File: src/rtl/obi_mc_fifo_bridge_if.sv
// OBI request/response bundle shared by the writer and reader sides of the bridge.
interface obi_mc_fifo_bridge_if #(
  parameter int ADDR_WIDTH = 32,
  parameter int DATA_WIDTH = 32
);
  logic                  req;
  logic                  we;
  logic [ADDR_WIDTH-1:0] addr;
  logic [3:0]            be;
  logic [DATA_WIDTH-1:0] wdata;
  logic                  gnt;
  logic                  rvalid;
  logic [DATA_WIDTH-1:0] rdata;

  modport master (output req, we, addr, be, wdata, input gnt, rvalid, rdata);
  modport slave  (input req, we, addr, be, wdata, output gnt, rvalid, rdata);
endinterface

File: src/rtl/obi_mc_fifo_bridge.sv
// Serial-link OBI writer to core OBI reader bridge through NUM_CH address-selected FIFOs,
// with a test-pattern generator that can take over channel TP_CH.
//   state   | meaning
//   S_IDLE  | test mode off, generator parked
//   S_GAP   | counting down idle cycles before a burst
//   S_PUSH  | pushing incrementing pattern words into TP_CH
//   S_DRAIN | burst done, waiting for TP_CH to be read empty
module obi_mc_fifo_bridge #(
  parameter int DATA_WIDTH = 32,
  parameter int ADDR_WIDTH = 32,
  parameter int FIFO_DEPTH = 8,
  parameter int NUM_CH     = 4,
  parameter int TP_CH      = 0,
  parameter int TP_BURST   = 2,
  parameter int TP_GAP     = 16
) (
  input  logic              clk_i,
  input  logic              rst_ni,
  input  logic              testmode_i,
  input  logic [NUM_CH-1:0] flush_i,
  obi_mc_fifo_bridge_if.slave writer,
  obi_mc_fifo_bridge_if.slave reader,
  output logic [NUM_CH-1:0] fifo_empty_o,
  output logic [NUM_CH-1:0] fifo_full_o,
  output logic [NUM_CH-1:0] overflow_o
);
  localparam int CW = (NUM_CH > 1) ? $clog2(NUM_CH) : 1;
  localparam int PW = $clog2(FIFO_DEPTH);
  localparam int GW = $clog2(TP_GAP) + 1;
  localparam int BW = $clog2(TP_BURST) + 1;

  localparam logic [1:0] S_IDLE  = 2'd0;
  localparam logic [1:0] S_GAP   = 2'd1;
  localparam logic [1:0] S_PUSH  = 2'd2;
  localparam logic [1:0] S_DRAIN = 2'd3;

  logic [DATA_WIDTH-1:0] mem [NUM_CH][FIFO_DEPTH];
  logic [PW:0]           wr_ptr [NUM_CH];
  logic [PW:0]           rd_ptr [NUM_CH];
  logic [NUM_CH-1:0]     full, empty, push, pop, ovf_set;

  logic [1:0]            state_q;
  logic [GW-1:0]         gap_q;
  logic [BW-1:0]         burst_q;
  logic [DATA_WIDTH-1:0] pattern_q;
  logic                  tpg_push;

  logic [CW-1:0]         w_ch, r_ch;
  logic                  w_valid, r_valid, w_is_push, r_is_pop, w_tp;
  logic                  w_full, r_empty, w_push, r_pop;
  logic [DATA_WIDTH-1:0] r_head;
  logic                  w_rvalid_q, r_rvalid_q;
  logic [DATA_WIDTH-1:0] r_rdata_q;
  logic                  unused_bits;

  assign w_ch    = writer.addr[2 +: CW];
  assign r_ch    = reader.addr[2 +: CW];
  assign w_valid = int'(w_ch) < NUM_CH;
  assign r_valid = int'(r_ch) < NUM_CH;

  always_comb begin
    w_full  = 1'b0;
    r_empty = 1'b1;
    r_head  = '0;
    for (int c = 0; c < NUM_CH; c++) begin
      empty[c] = (wr_ptr[c] == rd_ptr[c]);
      full[c]  = (wr_ptr[c][PW] != rd_ptr[c][PW]) && (wr_ptr[c][PW-1:0] == rd_ptr[c][PW-1:0]);
    end
    for (int c = 0; c < NUM_CH; c++) begin
      if (w_ch == CW'(c)) w_full = full[c];
      if (r_ch == CW'(c)) begin
        r_empty = empty[c];
        r_head  = mem[c][rd_ptr[c][PW-1:0]];
      end
    end
  end

  // The generator owns TP_CH outright in test mode, so writer pushes there stall without overflow.
  assign w_tp      = testmode_i && (w_ch == CW'(TP_CH));
  assign w_is_push = writer.we && w_valid;
  assign r_is_pop  = !reader.we && r_valid;
  assign writer.gnt = w_is_push ? (!w_full && !w_tp) : 1'b1;
  assign reader.gnt = r_is_pop ? !r_empty : 1'b1;
  assign w_push    = writer.req && writer.gnt && w_is_push;
  assign r_pop     = reader.req && reader.gnt && r_is_pop;
  assign tpg_push  = testmode_i && (state_q == S_PUSH) && !full[TP_CH];

  always_comb begin
    for (int c = 0; c < NUM_CH; c++) begin
      push[c]    = (w_push && (w_ch == CW'(c))) || (tpg_push && (c == TP_CH));
      pop[c]     = r_pop && (r_ch == CW'(c));
      ovf_set[c] = writer.req && w_is_push && !w_tp && w_full && (w_ch == CW'(c));
    end
  end

  always_ff @(posedge clk_i) begin
    for (int c = 0; c < NUM_CH; c++) begin
      if (push[c]) begin
        mem[c][wr_ptr[c][PW-1:0]] <= (tpg_push && (c == TP_CH)) ? pattern_q + 1'b1 : writer.wdata;
      end
    end
  end

  always_ff @(posedge clk_i or negedge rst_ni) begin
    if (!rst_ni) begin
      for (int c = 0; c < NUM_CH; c++) begin
        wr_ptr[c] <= '0;
        rd_ptr[c] <= '0;
      end
      overflow_o <= '0;
    end else begin
      for (int c = 0; c < NUM_CH; c++) begin
        if (flush_i[c]) begin
          wr_ptr[c]     <= '0;
          rd_ptr[c]     <= '0;
          overflow_o[c] <= 1'b0;
        end else begin
          if (push[c])    wr_ptr[c]     <= wr_ptr[c] + 1'b1;
          if (pop[c])     rd_ptr[c]     <= rd_ptr[c] + 1'b1;
          if (ovf_set[c]) overflow_o[c] <= 1'b1;
        end
      end
    end
  end

  always_ff @(posedge clk_i or negedge rst_ni) begin
    if (!rst_ni) begin
      w_rvalid_q <= 1'b0;
      r_rvalid_q <= 1'b0;
      r_rdata_q  <= '0;
    end else begin
      w_rvalid_q <= writer.req && writer.gnt;
      r_rvalid_q <= reader.req && reader.gnt;
      r_rdata_q  <= r_pop ? r_head : '0;
    end
  end

  always_ff @(posedge clk_i or negedge rst_ni) begin
    if (!rst_ni) begin
      state_q   <= S_IDLE;
      gap_q     <= '0;
      burst_q   <= '0;
      pattern_q <= '0;
    end else begin
      if (tpg_push) pattern_q <= pattern_q + 1'b1;
      if (!testmode_i) begin
        state_q <= S_IDLE;
      end else begin
        case (state_q)
          S_IDLE: begin
            state_q <= S_GAP;
            gap_q   <= GW'(TP_GAP - 1);
          end
          S_GAP: begin
            if (gap_q == '0) begin
              state_q <= S_PUSH;
              burst_q <= BW'(TP_BURST - 1);
            end else begin
              gap_q <= gap_q - 1'b1;
            end
          end
          S_PUSH: begin
            if (tpg_push) begin
              if (burst_q == '0) state_q <= S_DRAIN;
              else               burst_q <= burst_q - 1'b1;
            end
          end
          S_DRAIN: begin
            if (empty[TP_CH]) begin
              state_q <= S_GAP;
              gap_q   <= GW'(TP_GAP - 1);
            end
          end
          default: state_q <= S_IDLE;
        endcase
      end
    end
  end

  assign writer.rvalid = w_rvalid_q;
  assign writer.rdata  = '0;
  assign reader.rvalid = r_rvalid_q;
  assign reader.rdata  = r_rdata_q;
  assign fifo_empty_o  = empty;
  assign fifo_full_o   = full;

  assign unused_bits = ^{writer.be, reader.be, reader.wdata, writer.addr, reader.addr};
endmodule

File: src/flat_wrapper.sv
// flat-port wrapper written by rule: the top's interface ports become plain ports
module obi_mc_fifo_bridge_flat 
#(
  parameter int DATA_WIDTH = 32,
  parameter int ADDR_WIDTH = 32,
  parameter int FIFO_DEPTH = 8,
  parameter int NUM_CH     = 4,
  parameter int TP_CH      = 0,
  parameter int TP_BURST   = 2,
  parameter int TP_GAP     = 16
)
  (clk_i, rst_ni, testmode_i, flush_i, fifo_empty_o, fifo_full_o, overflow_o, writer_req, writer_we, writer_addr, writer_be, writer_wdata, writer_gnt, writer_rvalid, writer_rdata, reader_req, reader_we, reader_addr, reader_be, reader_wdata, reader_gnt, reader_rvalid, reader_rdata);
  obi_mc_fifo_bridge_if #(.ADDR_WIDTH(ADDR_WIDTH), .DATA_WIDTH(DATA_WIDTH)) writer_i ();
  obi_mc_fifo_bridge_if #(.ADDR_WIDTH(ADDR_WIDTH), .DATA_WIDTH(DATA_WIDTH)) reader_i ();
  input  logic clk_i;
  input  logic rst_ni;
  input  logic testmode_i;
  input  logic [NUM_CH-1:0] flush_i;
  output logic [NUM_CH-1:0] fifo_empty_o;
  output logic [NUM_CH-1:0] fifo_full_o;
  output logic [NUM_CH-1:0] overflow_o;
  input wire logic [$bits(writer_i.req)-1:0] writer_req;
  input wire logic [$bits(writer_i.we)-1:0] writer_we;
  input wire logic [$bits(writer_i.addr)-1:0] writer_addr;
  input wire logic [$bits(writer_i.be)-1:0] writer_be;
  input wire logic [$bits(writer_i.wdata)-1:0] writer_wdata;
  output wire logic [$bits(writer_i.gnt)-1:0] writer_gnt;
  output wire logic [$bits(writer_i.rvalid)-1:0] writer_rvalid;
  output wire logic [$bits(writer_i.rdata)-1:0] writer_rdata;
  input wire logic [$bits(reader_i.req)-1:0] reader_req;
  input wire logic [$bits(reader_i.we)-1:0] reader_we;
  input wire logic [$bits(reader_i.addr)-1:0] reader_addr;
  input wire logic [$bits(reader_i.be)-1:0] reader_be;
  input wire logic [$bits(reader_i.wdata)-1:0] reader_wdata;
  output wire logic [$bits(reader_i.gnt)-1:0] reader_gnt;
  output wire logic [$bits(reader_i.rvalid)-1:0] reader_rvalid;
  output wire logic [$bits(reader_i.rdata)-1:0] reader_rdata;
  assign writer_i.req = writer_req;
  assign writer_i.we = writer_we;
  assign writer_i.addr = writer_addr;
  assign writer_i.be = writer_be;
  assign writer_i.wdata = writer_wdata;
  assign writer_gnt = writer_i.gnt;
  assign writer_rvalid = writer_i.rvalid;
  assign writer_rdata = writer_i.rdata;
  assign reader_i.req = reader_req;
  assign reader_i.we = reader_we;
  assign reader_i.addr = reader_addr;
  assign reader_i.be = reader_be;
  assign reader_i.wdata = reader_wdata;
  assign reader_gnt = reader_i.gnt;
  assign reader_rvalid = reader_i.rvalid;
  assign reader_rdata = reader_i.rdata;
  obi_mc_fifo_bridge #(.DATA_WIDTH(DATA_WIDTH), .ADDR_WIDTH(ADDR_WIDTH), .FIFO_DEPTH(FIFO_DEPTH), .NUM_CH(NUM_CH), .TP_CH(TP_CH), .TP_BURST(TP_BURST), .TP_GAP(TP_GAP)) u_core (.clk_i(clk_i), .rst_ni(rst_ni), .testmode_i(testmode_i), .flush_i(flush_i), .writer(writer_i), .reader(reader_i), .fifo_empty_o(fifo_empty_o), .fifo_full_o(fifo_full_o), .overflow_o(overflow_o));
endmodule
File: config.mk
export PLATFORM = sky130hd
export DESIGN_NAME = obi_mc_fifo_bridge_flat
export DESIGN_NICKNAME = d
export VERILOG_FILES = /design/src/rtl/obi_mc_fifo_bridge_if.sv /design/src/rtl/obi_mc_fifo_bridge.sv /design/src/flat_wrapper.sv
export SDC_FILE = /design/constraint.sdc
export NUM_CORES = 1
export LEC_CHECK = 0
export ABC_AREA = 1
export BUFFER_PORTS_ARGS = -buffer_cell sky130_fd_sc_hd__buf_2
export CAP_MARGIN = 10
export CORE_ASPECT_RATIO = 1.4
export CORE_UTILIZATION = 35
export CTS_CLUSTER_SIZE = 24
export DETAILED_ROUTE_END_ITERATION = 8
export GPL_TIMING_DRIVEN = 0
export PLACE_DENSITY_LB_ADDON = 0.3
export SYNTH_ARGS = -nofsm -noshare
export SYNTH_HDL_FRONTEND = slang
export SYNTH_SLANG_ARGS = --single-unit
export TNS_END_PERCENT = 5
File: constraint.sdc
create_clock -name clk_i -period 4.7 [get_ports clk_i]
set_clock_uncertainty 0.15 [all_clocks]
set_input_delay 0.94 -clock clk_i [delete_from_list [all_inputs] [get_ports clk_i]]
set_output_delay 0.94 -clock clk_i [all_outputs]
set_load 0.05 [all_outputs]
==> impl_metrics.json <==
{
  "status": "completed",
  "avgSynthCellArea_um2": 11.81,
  "cp-end-kind": "output pin",
  "fin_area_um2": 54500,
  "ys_types": 49,
  "dp_hpwl_mm": 107.4,
  "irDropWorstVdd_uv": 353.9,
  "final_max_slew_viol_count": 0,
  "pre_cts_slack_ns": 0.7572,
  "cts_hold_buf": 1,
  "placed_cell_area_um2": 50820,
  "ys.warnings.count": 0,
  "nets": 4415,
  "viasPerCell": 5.348,
  "synth_seq_area_share_pct": 71.27,
  "overflow": 0,
  "ios": 227,
  "rsz0062_at_grt": "false",
  "synthCells": 3982,
  "totalWireLength_mm": 156.7,
  "cts_post_setup_buffers_inserted": 0,
  "drtIter0Drc": 3697,
  "num-fill-cells": 12463,
  "critPathLaunch": "reader_addr[2]",
  "vias": 32656,
  "core-area_um2": 132800,
  "ant_nets": 0,
  "wl_per_cell_um": 25.66,
  "worstMarginPinSlew_ns": 1.371,
  "hold_violations": 0,
  "required_ns": 3.61,
  "synth_area_um2": 47040,
  "syn_to_final_growth_pct": 15.84,
  "path_class": "in2out",
  "finalCriticalPeriod_ns": 4.100,
  "numPortBuffers": 93,
  "setup_viol": 0,
  "synthFlopType": "edfxtp_1",
  "drv_cap": 0,
  "cp_max_fo": 7,
  "clockRootBuffer": "clkbuf_16",
  "grt_pass1_wl_mm": 221.3,
  "max_slew_margin_pct": 7.636,
  "clock_path_buffers": 3,
  "cp.arrival_ns": 3.01,
  "cts_tree": "done",
  "holdCritStartpoint": "writer_we",
  "place.gp.congestion": 0.9021,
  "hp-class": "in2reg",
  "multi_input_area_um2": 12020,
  "final_common_cell": "edfxtp_1",
  "fin_crit_sh_pct": 87.24,
  "cts-resized-gates": 0,
  "grt_max_degree": 80,
  "max_freq_mhz": 243.9,
  "pwr_density_cell_nw_per_um2": 447.8,
  "ys_ff_latch": 1135,
  "grt_util_all_layers_pct": 22.59,
  "r2r_start": "u_core.rd_ptr[0]",
  "final_core_util_pct": 41.02,
  "numCtsBuffers": 106,
  "clk_pin_slew_ns": 0.06,
  "drc": 0,
  "rows": 158,
  "synth_edf_count": 1024,
  "critPathLaunchType": "input port",
  "dieArea_um2": 135900,
  "die_w_um": 311.9,
  "p_leak_nw": 19.87,
  "setup_ws_ns": 0.5996,
  "antenna_found_initial": 26,
  "die_y_um": 435.8,
  "drive_gt1_share_pct": 12.73,
  "ctsHtreeMaxLevel": 3,
  "clock-sinks": 1135,
  "first_pass_iters": 5,
  "layout_common_cells": "edfxtp_1, nand2_1, nand3_1",
  "grt_pass1_vias": 30940,
  "initial_core_util_pct": 35.41,
  "clk_latency_ns": 0.74,
  "async_flop_share_pct": 9.780,
  "regArea_um2": 33530
}
-- logic make-up (layout without fill, tap and decap cells) --
| family | Yosys count | in the layout | synth area share (%) |
|---|---|---|---|
| AOI/OAI and AO/OA | 625 | 625 | 7.625 |
| xor gates and xnor gates | 39 | 39 | 0.7261 |
| adders and majority gates | 15 | 15 | 0.3989 |
| buffers and inverters | 397 | 727 | 3.867 |
| DFF | 1135 | 1135 | 71.27 |
| other | 1 | 35 | 0.007971 |
| and+or+nand+nor | 1770 | 1770 | 16.11 |
-- metal layers --
layer | global-route usage (%) | vias to the layer above | wire (µm)
met5 | 0 | - | 182
met4 | 12.21 | 22 | 8798
met3 | 3.713 | 305 | 12050
met2 | 37.11 | 1468 | 75120
met1 | 28.44 | 16258 | 60540
li1 | - | 14603 | -
-- state kept, by name (all words and copies together) (netlist names) --
| register | count |
|---|---|
| u_core.mem | 1024 |
| u_core.wr_ptr | 16 |
| u_core.reader.rdata | 32 |
| u_core.rd_ptr | 16 |
| u_core.overflow_o | 4 |
| u_core.gap_q | 5 |
| u_core.pattern_q | 32 |
| u_core.reader.rvalid | 1 |
| u_core.burst_q | 2 |
| u_core.writer.rvalid | 1 |
| u_core.state_q | 2 |
-- where the power goes --
group / internal (mW) / switching (mW) / total, mW
clock: 5.20 / 3.90 / 9.10
combinational: 0.944 / 2.89 / 3.83
sequential: 11.3 / 0.153 / 11.5
total: 17.5 / 6.94 / 24.4
-- synth_stat cells (13+ instances only) --
cell type / count / area [µm²]
a22oi_1: 90 / 675.7
edfxtp_1: 1024 / 30750
a21oi_1: 259 / 1296
buf_1: 26 / 97.59
dfrtp_1: 111 / 2778
nand3_1: 367 / 1837
inv_1: 121 / 454.2
nor2_2: 23 / 143.9
o221ai_1: 15 / 131.4
buf_2: 105 / 525.5
o22ai_1: 21 / 131.4
o31ai_1: 13 / 97.59
buf_4: 43 / 322.8
o211ai_1: 22 / 165.2
clkbuf_1: 81 / 304.0
nor3_1: 14 / 70.07
ha_1: 15 / 187.7
nand4_1: 40 / 250.2
o21ai_0: 175 / 875.8
nand2_1: 1005 / 3772
nor2_1: 275 / 1032
xor2_1: 32 / 280.3
-- final cells by class --
| class | count | share of cell area [%] |
|---|---|---|
| Multi-Input combinational cell | 2481 | 22.06 |
| Inverter | 139 | 0.9826 |
| Timing Repair Buffer | 132 | 2.303 |
| Clock inverter | 56 | 1.150 |
| Tap cell | 1760 | 4.041 |
| Sequential cell | 1135 | 61.52 |
| Antenna cell | 3 | 0.01378 |
| Buffer | 258 | 2.356 |
| Clock buffer | 142 | 5.570 |
-- worst paths after layout --
path	to	slack, ns	cells after the start
setup / recovery	reader_gnt	0.60	7
hold / removal	u_core.writer.rvalid	0.27	2
setup reg to reg	u_core.reader.rdata[15]	1.27	8
hold reg to reg	u_core.overflow_o[0]	0.36	2
max in group asynchronous	u_core.rd_ptr[13]	3.05	3
min in group asynchronous	u_core.pattern_q[23]	0.53	2
-- critical path, stage by stage --
cell and delay, ns:
buf_4 0.21, inv_1 0.20, nor2_2 0.57, o21ai_1 0.43, nand4_4 0.26, or2_2 0.13
buf_2 0.25
-- through the flow --
| stage | TNS, ns | cells | power (mW) | hold WS [ns] |
|---|---|---|---|---|
| CTS | 0 | 6103 | 24.44 | 0.2280 |
| detailed placement | 0 | 5904 | 15.46 | 0.3548 |
| finish | 0 | 6106 | 24.40 | 0.2662 |
| global placement | -357.45 | 5866 | 15.38 | 0.3153 |
| global route | 0 | 6105 | 25.10 | 0.2932 |
| floorplan | 0 | 4013 | 13.87 | 0.3017 |
(Power assumes the default switching activity.)
